$ cat config.mk
export PLATFORM = sky130hd
export DESIGN_NAME = debug_overlay_pager
export DESIGN_NICKNAME = d
export VERILOG_FILES = /design/src/rtl/debug_overlay_pager.sv
export SDC_FILE = /design/constraint.sdc
export NUM_CORES = 1
export LEC_CHECK = 0
export BUFFER_PORTS_ARGS = -buffer_cell sky130_fd_sc_hd__buf_4
export CAP_MARGIN = 20
export CORE_AREA = 2 2 164 166
export DETAILED_ROUTE_END_ITERATION = 8
export DIE_AREA = 0 0 166 168
export HOLD_SLACK_MARGIN = 0.08
export PLACE_DENSITY = 0.5
export SLEW_MARGIN = 20
export SYNTH_ARGS = -nofsm -noshare
export SYNTH_HDL_FRONTEND = slang
export SYNTH_SLANG_ARGS = --single-unit
export TNS_END_PERCENT = 1
$ cat constraint.sdc
create_clock -name clk_i -period 5.1 [get_ports clk_i]
set_input_delay 0.255 -clock clk_i [delete_from_list [all_inputs] [get_ports clk_i]]
set_output_delay 0.255 -clock clk_i [all_outputs]
set_load 0.02 [all_outputs]
$ cat src/rtl/debug_overlay_pager.sv
// rtl/debug_overlay_pager.sv - debug overlay page sequencer with frame-coherent snapshot
// Picks the displayed page (manual step or auto-rotate), skips dead pages, snapshots once per frame.
module debug_overlay_pager #(
    parameter int NUM_PAGES     = 4,
    parameter int NUM_HEX_BYTES = 8,
    parameter int DWELL_FRAMES  = 120,
    parameter int SNAP_LINE     = 0,
    localparam int PW           = $clog2(NUM_PAGES),
    localparam int HW           = NUM_HEX_BYTES * 8
) (
    input  logic                            clk_i,
    input  logic                            reset,
    input  logic [9:0]                      screen_y_i,
    input  logic                            enable_i,
    input  logic                            auto_i,
    input  logic                            next_i,
    input  logic [NUM_PAGES-1:0]            page_valid_i,
    input  logic [NUM_PAGES*HW-1:0]         page_hex_i,
    input  logic [NUM_PAGES*16-1:0]         page_bits_i,
    output logic [HW-1:0]                   hex_values_o,
    output logic [7:0]                      debug_bits_0_o,
    output logic [7:0]                      debug_bits_1_o,
    output logic [PW-1:0]                   page_o,
    output logic                            overlay_enable_o,
    output logic                            frame_tick_o
);

    localparam int         DW     = (DWELL_FRAMES > 1) ? $clog2(DWELL_FRAMES) : 1;
    localparam logic [9:0] SNAP_Y = SNAP_LINE[9:0];

    typedef enum logic [1:0] {
        S_IDLE,
        S_SEARCH,
        S_SNAP
    } state_t;

    state_t          state_q, state_d;
    logic [9:0]      prev_y_q, prev_y_d;
    logic            pending_q, pending_d;
    logic [DW-1:0]   dwell_q, dwell_d;
    logic [PW-1:0]   cand_q, cand_d;
    logic [PW-1:0]   cnt_q, cnt_d;
    logic [PW-1:0]   sel_q, sel_d;
    logic [PW-1:0]   page_q, page_d;
    logic [HW-1:0]   hex_q, hex_d;
    logic [7:0]      bits0_q, bits0_d;
    logic [7:0]      bits1_q, bits1_d;
    logic            oen_q, oen_d;
    logic            tick_q, tick_d;

    logic            fs;
    logic            dwell_last;
    logic            adv;
    logic            adv_take;
    logic [PW-1:0]   cand_nxt;

    always_comb begin
        fs         = (screen_y_i == SNAP_Y) && (prev_y_q != SNAP_Y);
        dwell_last = (dwell_q == DW'(DWELL_FRAMES - 1));
        adv        = fs && (pending_q || next_i || (auto_i && dwell_last));
        adv_take   = adv && (state_q == S_IDLE);
        cand_nxt   = (cand_q == PW'(NUM_PAGES - 1)) ? '0 : cand_q + PW'(1);

        state_d   = state_q;
        prev_y_d  = screen_y_i;
        cand_d    = cand_q;
        cnt_d     = cnt_q;
        sel_d     = sel_q;
        page_d    = page_q;
        hex_d     = hex_q;
        bits0_d   = bits0_q;
        bits1_d   = bits1_q;
        oen_d     = oen_q;
        tick_d    = 1'b0;

        // Any number of next_i pulses before the frame start collapse into one advance.
        pending_d = (pending_q || next_i) && !adv_take;

        dwell_d = dwell_q;
        if (!auto_i || adv_take) begin
            dwell_d = '0;
        end else if (fs && (state_q == S_IDLE) && !dwell_last) begin
            dwell_d = dwell_q + DW'(1);
        end

        case (state_q)
            S_IDLE: begin
                if (fs) begin
                    cand_d  = sel_q;
                    cnt_d   = '0;
                    state_d = adv ? S_SEARCH : S_SNAP;
                end
            end
            S_SEARCH: begin
                if (page_valid_i[cand_nxt]) begin
                    sel_d   = cand_nxt;
                    state_d = S_SNAP;
                end else if (cnt_q == PW'(NUM_PAGES - 2)) begin
                    // Every other page is dead: keep showing the current one.
                    state_d = S_SNAP;
                end else begin
                    cand_d = cand_nxt;
                    cnt_d  = cnt_q + PW'(1);
                end
            end
            S_SNAP: begin
                page_d  = sel_q;
                hex_d   = page_hex_i[int'(sel_q) * HW +: HW];
                bits0_d = page_bits_i[int'(sel_q) * 16 +: 8];
                bits1_d = page_bits_i[int'(sel_q) * 16 + 8 +: 8];
                oen_d   = enable_i && page_valid_i[sel_q];
                tick_d  = 1'b1;
                state_d = S_IDLE;
            end
            default: begin
                state_d = S_IDLE;
            end
        endcase
    end

    always_ff @(posedge clk_i or posedge reset) begin
        if (reset) begin
            state_q   <= S_IDLE;
            prev_y_q  <= SNAP_Y;
            pending_q <= 1'b0;
            dwell_q   <= '0;
            cand_q    <= '0;
            cnt_q     <= '0;
            sel_q     <= '0;
            page_q    <= '0;
            hex_q     <= '0;
            bits0_q   <= '0;
            bits1_q   <= '0;
            oen_q     <= 1'b0;
            tick_q    <= 1'b0;
        end else begin
            state_q   <= state_d;
            prev_y_q  <= prev_y_d;
            pending_q <= pending_d;
            dwell_q   <= dwell_d;
            cand_q    <= cand_d;
            cnt_q     <= cnt_d;
            sel_q     <= sel_d;
            page_q    <= page_d;
            hex_q     <= hex_d;
            bits0_q   <= bits0_d;
            bits1_q   <= bits1_d;
            oen_q     <= oen_d;
            tick_q    <= tick_d;
        end
    end

    assign hex_values_o     = hex_q;
    assign debug_bits_0_o   = bits0_q;
    assign debug_bits_1_o   = bits1_q;
    assign page_o           = page_q;
    assign overlay_enable_o = oen_q;
    assign frame_tick_o     = tick_q;

endmodule

# Word level (Yosys, flattened, before mapping)

Index checks and enable logic that the tools add are counted.

Output and inout bits: 84
Flip-flop bits (word level): 110
Word-level logic and storage cells: 74

Multiplexer cells: 21
Shift-type cells: 3
Reduce and logical (&&, ||, !) cells: 22
Add/subtract/negate cells: 4
Equal/unequal tests: 9
Order comparisons: 2

Operator list:

| cell                                                                  | number |
|---|---|
| 256-bit by 9-bit variable part select with 64-bit output              | 1 |
| 64-bit by 7-bit variable part select with 8-bit output                | 1 |
| 64-bit by 8-bit variable part select with 8-bit output                | 1 |
| 2-bit 2-to-1 mux                                                      | 11 |
| 7-bit 2-to-1 mux                                                      | 2 |
| 2-bit one-hot mux with 2 select lines                                 | 3 |
| 10-bit zero test                                                      | 1 |
| 10-bit nonzero test                                                   | 1 |
| 1-bit logical AND                                                     | 8 |
| 6-bit by 4-bit adder with 7-bit output (second input constant)        | 1 |
| 7-bit by 1-bit adder with 7-bit output (second input constant)        | 1 |
| 7-bit equality test (second input constant)                           | 1 |
| 2-bit equality test (second input constant)                           | 3 |
| 2-bit by 3-bit < comparator with 1-bit output (second input constant) | 2 |
| 2-bit inequality test (second input constant)                         | 3 |
| 2-bit by 1-bit adder with 2-bit output (second input constant)        | 2 |
| 1-bit binary-select mux with 2-bit select                             | 2 |
| 2-bit AND reduction                                                   | 2 |
| 4-bit AND reduction                                                   | 1 |
| 2-bit nonzero test                                                    | 2 |
| 1-bit zero test                                                       | 3 |
| 1-bit logical OR                                                      | 3 |
| 1-bit 2-to-1 mux                                                      | 3 |
| 3-bit inequality test (second input constant)                         | 1 |
| 2 further kinds                                                       | 2 |

# Longest topological paths before layout

Depth after elaboration: 7
Mapped depth: 6
Gate-level depth less buffers: 6

# Worst setup path after synthesis

No wires, ideal clock.

Path kind: register to register
From: register cand_q[0]
To: register cand_q[0]
Cell stages (with the launch flop): 7
Clock period less this slack: 2.191 ns
Path slack: 2.909 ns
Data required time: 4.975 ns
Setup time: 0.125 ns
Data arrival time: 2.066 ns
Path through: dfrtp_1 -> ha_1 -> nor2_1 -> mux4_2 -> or3_1 -> nand2_1 -> mux2_2

Longest elaborated chain between the ends: 6
Elaborated cells on any way between the ends: 10
Classes of those cells: add/sub: 1; eq/ne: 2; mux: 6; reduce/logical: 1

Ends and longest elaborated chain:

| element                                                                       | RTL line | text |
|---|---|---|
| from (decl)                                                                   | 41       | `logic [PW-1:0] cand_q, cand_d;` |
| from (signal assigned)                                                        | 141      | `cand_q <= cand_d;` |
| 2-bit by 1-bit adder with 2-bit output or 2-bit equality test (tied branches) | 62       | `cand_nxt = (cand_q == PW'(NUM_PAGES - 1)) ? '0 : cand_q + PW'(1);` |
| 2-bit 2-to-1 mux *                                                            | 62       |  |
| 1-bit binary-select mux with 2-bit select                                     | 95       | `if (page_valid_i[cand_nxt]) begin` |
| 1-bit 2-to-1 mux (not written as such)                                        | 95       |  |
| 2-bit inequality test (no source line)                                        | -        |  |
| 4-bit AND reduction (no source line)                                          | -        |  |

Every way passes the cells marked *; elsewhere a longest branch is shown, timed or not. The select of a mux whose other input is x is not followed.
A chain may end at the register's enable or synchronous reset.

# Worst setup path in the final report

From: register cand_q[0]
To: register cnt_q[1]

Longest elaborated chain between the ends: 6
Elaborated cells on any way between the ends: 7
Classes of those cells: add/sub: 1; eq/ne: 2; mux: 3; reduce/logical: 1

Ends and longest elaborated chain:

| element                                                                       | RTL line | text |
|---|---|---|
| 2-bit by 1-bit adder with 2-bit output or 2-bit equality test (tied branches) | 62       |  |
| 2-bit 2-to-1 mux *                                                            | 62       |  |
| 1-bit binary-select mux with 2-bit select *                                   | 95       |  |
| 1-bit 2-to-1 mux (not written as such) *                                      | 95       |  |
| 2-bit inequality test (no source line) *                                      | -        |  |
| 4-bit AND reduction (no source line) *                                        | -        |  |
| to (signal assigned)                                                          | 142      | `cnt_q <= cnt_d;` |
| to (decl)                                                                     | 42       | `logic [PW-1:0] cnt_q, cnt_d;` |

Marks and branches as above.

==> results_dict.tcl <==
set metrics [dict create \
    outcome "finished clean" \
    synth_largest_area_cell "sky130_fd_sc_hd__dfrtp_1" \
    drt_first_pass_iters 4 \
    pin_count_of_the_biggest_net_entering_global_routing 67 \
    synthDistinctLibCells 35 \
    mostFrequentLayoutCell "sky130_fd_sc_hd__buf_4" \
    final_count_of_pins_violating_max_slew 0 \
    buffer_ports.inserted 422 \
    grtUsageMet1_pct 18.5 \
    worst_stage_delay_on_the_critical_path_ps 550 \
    final_hold_viols 0 \
    clk_pin_slew_ps 90 \
    sequential_to_total_area_share_from_yosys_stat_pct 44.6 \
    asyncSetResetFlopFracSynth_pct 100 \
    power.ir.vdd_worst_v 0.000177 \
    critical_path.slowest_cell "sky130_fd_sc_hd__mux4_2" \
    finalWorstSetupSlack_ps 2720 \
    hold_class "in2async" \
    setup-tns-final_ps 0 \
    stdcell_count 1145 \
    start_util_pct 23.4 \
    postSynthAreaPerCell_um2 16.3 \
    globalRouteMet3Util_pct 4.98 \
    crit_arrival_ps 2630 \
    grt_first_pass_wirelength_mm 33.9 \
    synth_edf_count 0 \
    drcViolationCount 0 \
    fraction_of_layout_instances_using_a_drive_strength_above_1_pct 78.1 \
    p_leak_nw 4.72 \
    total_die_area_um2 27900 \
    drv.max_cap_violation_count 0 \
    critical_path.startpoint_type "flop" \
    wire_per_inst_um 19.5 \
    p_per_area_nw_per_um2 257 \
    fp-row-count 60 \
    core_area_um2 26400 \
    die_width_um 166 \
    synthCells 378 \
    clock_latency_on_the_worst_skew_pair_ps 360 \
    crit_chain "ha_1 -> nor2_1 -> mux4_2 -> or3_1 -> nand2_1 -> mux2_2" \
    post_cts.repair.setup_buffers 0 \
    grt_use_total_pct 15.9 \
    numClockSinks 110 \
    worst_hold_slack_ps 45.0 \
    root_buffer "sky130_fd_sc_hd__clkbuf_16" \
    boundaryPins 423 \
    clk_path_buf_depth 2 \
    drt_first_iter_violations 171 \
    worstMarginPinSlew_ps 900 \
    synth.ff_latch_count 110 \
    route.vias.total 5214 \
    rsz0062_at_grt "false" \
    overall_overflow_remaining_after_global_route 0 \
    final_period_minus_worst_setup_slack_ps 2380 \
    routabilityCongestion 0.848 \
    synthesis.yosys.warnings 0 \
    post-dp-hpwl_mm 17.5 \
    busiest_layer "met2" \
    tritoncts.num_buffers 9 \
    setup_viol 0 \
    syn_nets 720 \
    cts_tree "done" \
    slew-limit-headroom_pct 40.0 \
    finalClockSkew_ps 10.3 \
    grt_pass1_vias 5675 \
    period_share_pct 46.7 \
    groute.layer.met2.usage_pct 27.9 \
    layout.nets 1139 \
    drt_total_wl_mm 22.4 \
    antenna_found_initial 2 \
    die_h_um 168 \
    critPathCaptureType "flop" \
    timing.fmax_mhz 420 \
    synth_largest_type_area_fraction_pct 44.6 \
    detailedPlace.worstSlack_ps 2670 \
    worst_ep_required_time_ps 5350 \
    resized_after_cts 0 \
    top_reg_cell_synth "sky130_fd_sc_hd__dfrtp_1" \
    mostFrequentLayoutCells "428 x sky130_fd_sc_hd__buf_4, 108 x sky130_fd_sc_hd__dfrtp_1, 89 x sky130_fd_sc_hd__mux2_2" \
    dp_cells 1117 \
    postRouteAntennaNets 0 \
    synth_area_leaders "sky130_fd_sc_hd__dfrtp_1 45%, sky130_fd_sc_hd__mux4_2 30%, sky130_fd_sc_hd__mux2_2 16%" \
    path_class "reg2reg" \
    cp_max_fo 5 \
    areaGrowthSynthToFinish_pct 63.9 \
    htree_num_levels 3 \
    worst_path_dominant_cell_family "multiplexers" \
    avgViaCountPerCell 4.55 \
    syn-cell-area_um2 6170 \
    critical_path_buf_inv_count 0 \
]
path summary, 6_finish.rpt:
path / startpoint / to / depth (start not counted) / slack [ps]
worst max-delay path: cand_q[0] / cnt_q[1] / 6 / 2720
worst min-delay path: reset / hex_values_o[10] / 2 / 40
worst max register to register: cand_q[0] / cnt_q[1] / 6 / 2720
worst min register to register: state_q[1] / state_q[1] / 1 / 480
max in group asynchronous: reset / page_o[1] / 3 / 3900
min in group clk_i: enable_i / overlay_enable_o / 3 / 130
state kept, by name, summed over array words and instances (netlist names), 2 cells and up:
name,cells
hex_values_o,64
prev_y_q,10
debug_bits_0_o,8
debug_bits_1_o,8
dwell_q,7
cand_q,2
cnt_q,2
page_o,2
sel_q,2
state_q,2
layout make-up:
class | instances | area [um^2]
Clock inverter | 7 | 78.8
Multi-Input combinational cell | 234 | 3290
Clock buffer | 9 | 225
Antenna cell | 2 | 5.00
Timing Repair Buffer | 438 | 3310
Inverter | 4 | 17.5
Tap cell | 341 | 427
Sequential cell | 110 | 2760
Fill cell | 2577 | 16200
metrics by stage:
step	total power, W	instance area, um^2	util [%]
final	0.00260	10100	38.4
after detailed placement	0.00189	9700	36.8
after CTS	0.00265	10100	38.4
after global routing	0.00275	10100	38.4
after floorplan	0.00145	6170	-
after global placement	0.00189	9700	36.8
cell usage after synthesis (2+ instances only):
library cell / n
sky130_fd_sc_hd__dfrtp_1: 110
sky130_fd_sc_hd__mux2_2: 89
sky130_fd_sc_hd__mux4_2: 82
sky130_fd_sc_hd__clkbuf_1: 20
sky130_fd_sc_hd__buf_2: 8
sky130_fd_sc_hd__o21ai_0: 8
sky130_fd_sc_hd__nor2_1: 6
sky130_fd_sc_hd__nand2_1: 5
sky130_fd_sc_hd__inv_1: 4
sky130_fd_sc_hd__nand3_1: 4
sky130_fd_sc_hd__or4_1: 4
sky130_fd_sc_hd__a21boi_0: 3
sky130_fd_sc_hd__a21oi_1: 3
sky130_fd_sc_hd__ha_1: 3
sky130_fd_sc_hd__nor4_1: 3
sky130_fd_sc_hd__a21boi_1: 2
sky130_fd_sc_hd__and2_1: 2
sky130_fd_sc_hd__buf_1: 2
sky130_fd_sc_hd__nand2b_1: 2
sky130_fd_sc_hd__nor2b_1: 2
sky130_fd_sc_hd__or2_2: 2
logic make-up (layout without fill, tap and decap cells):
logic type	Yosys count	after routing	share of synthesized area, %
AO/OA/AOI/OAI	19	19	1.91
adder cells (fa/ha/maj)	3	3	0.608
buffers and inverters	34	458	2.23
flip-flops	110	110	44.6
multiplexers	171	171	46.2
other	0	2	0
AND/OR/NAND/NOR	41	41	4.46
worst register-to-register path, stage by stage, from the launching register on:
cell and delay, ps:
sky130_fd_sc_hd__dfrtp_1 400, sky130_fd_sc_hd__ha_1 190, sky130_fd_sc_hd__nor2_1 220, sky130_fd_sc_hd__mux4_2 550, sky130_fd_sc_hd__or3_1 400, sky130_fd_sc_hd__nand2_1 160
sky130_fd_sc_hd__mux2_2 350
power by group:
part,switching (W),internal [W]
combinational,0.000327,0.000494
sequential,0.0000692,0.000973
clock,0.000387,0.000350
total,0.000783,0.00182
layer usage:
| metal | wire length (um) | up-vias | part of all wire, % |
|---|---|---|---|
| met4 | 483 | 0 | 2.2 |
| met1 | 8430 | 2610 | 38 |
| met3 | 1670 | 23 | 7.5 |
| li1 | - | 2361 | - |
| met2 | 11800 | 220 | 53 |
| met5 | 0 | - | 0 |
what timing repair did:
item,CTS,global route
endpoints found under the hold margin,10,0
endpoints found under the setup margin,0,0
hold buffers,10,0
Power figures use the tool's default switching activity.
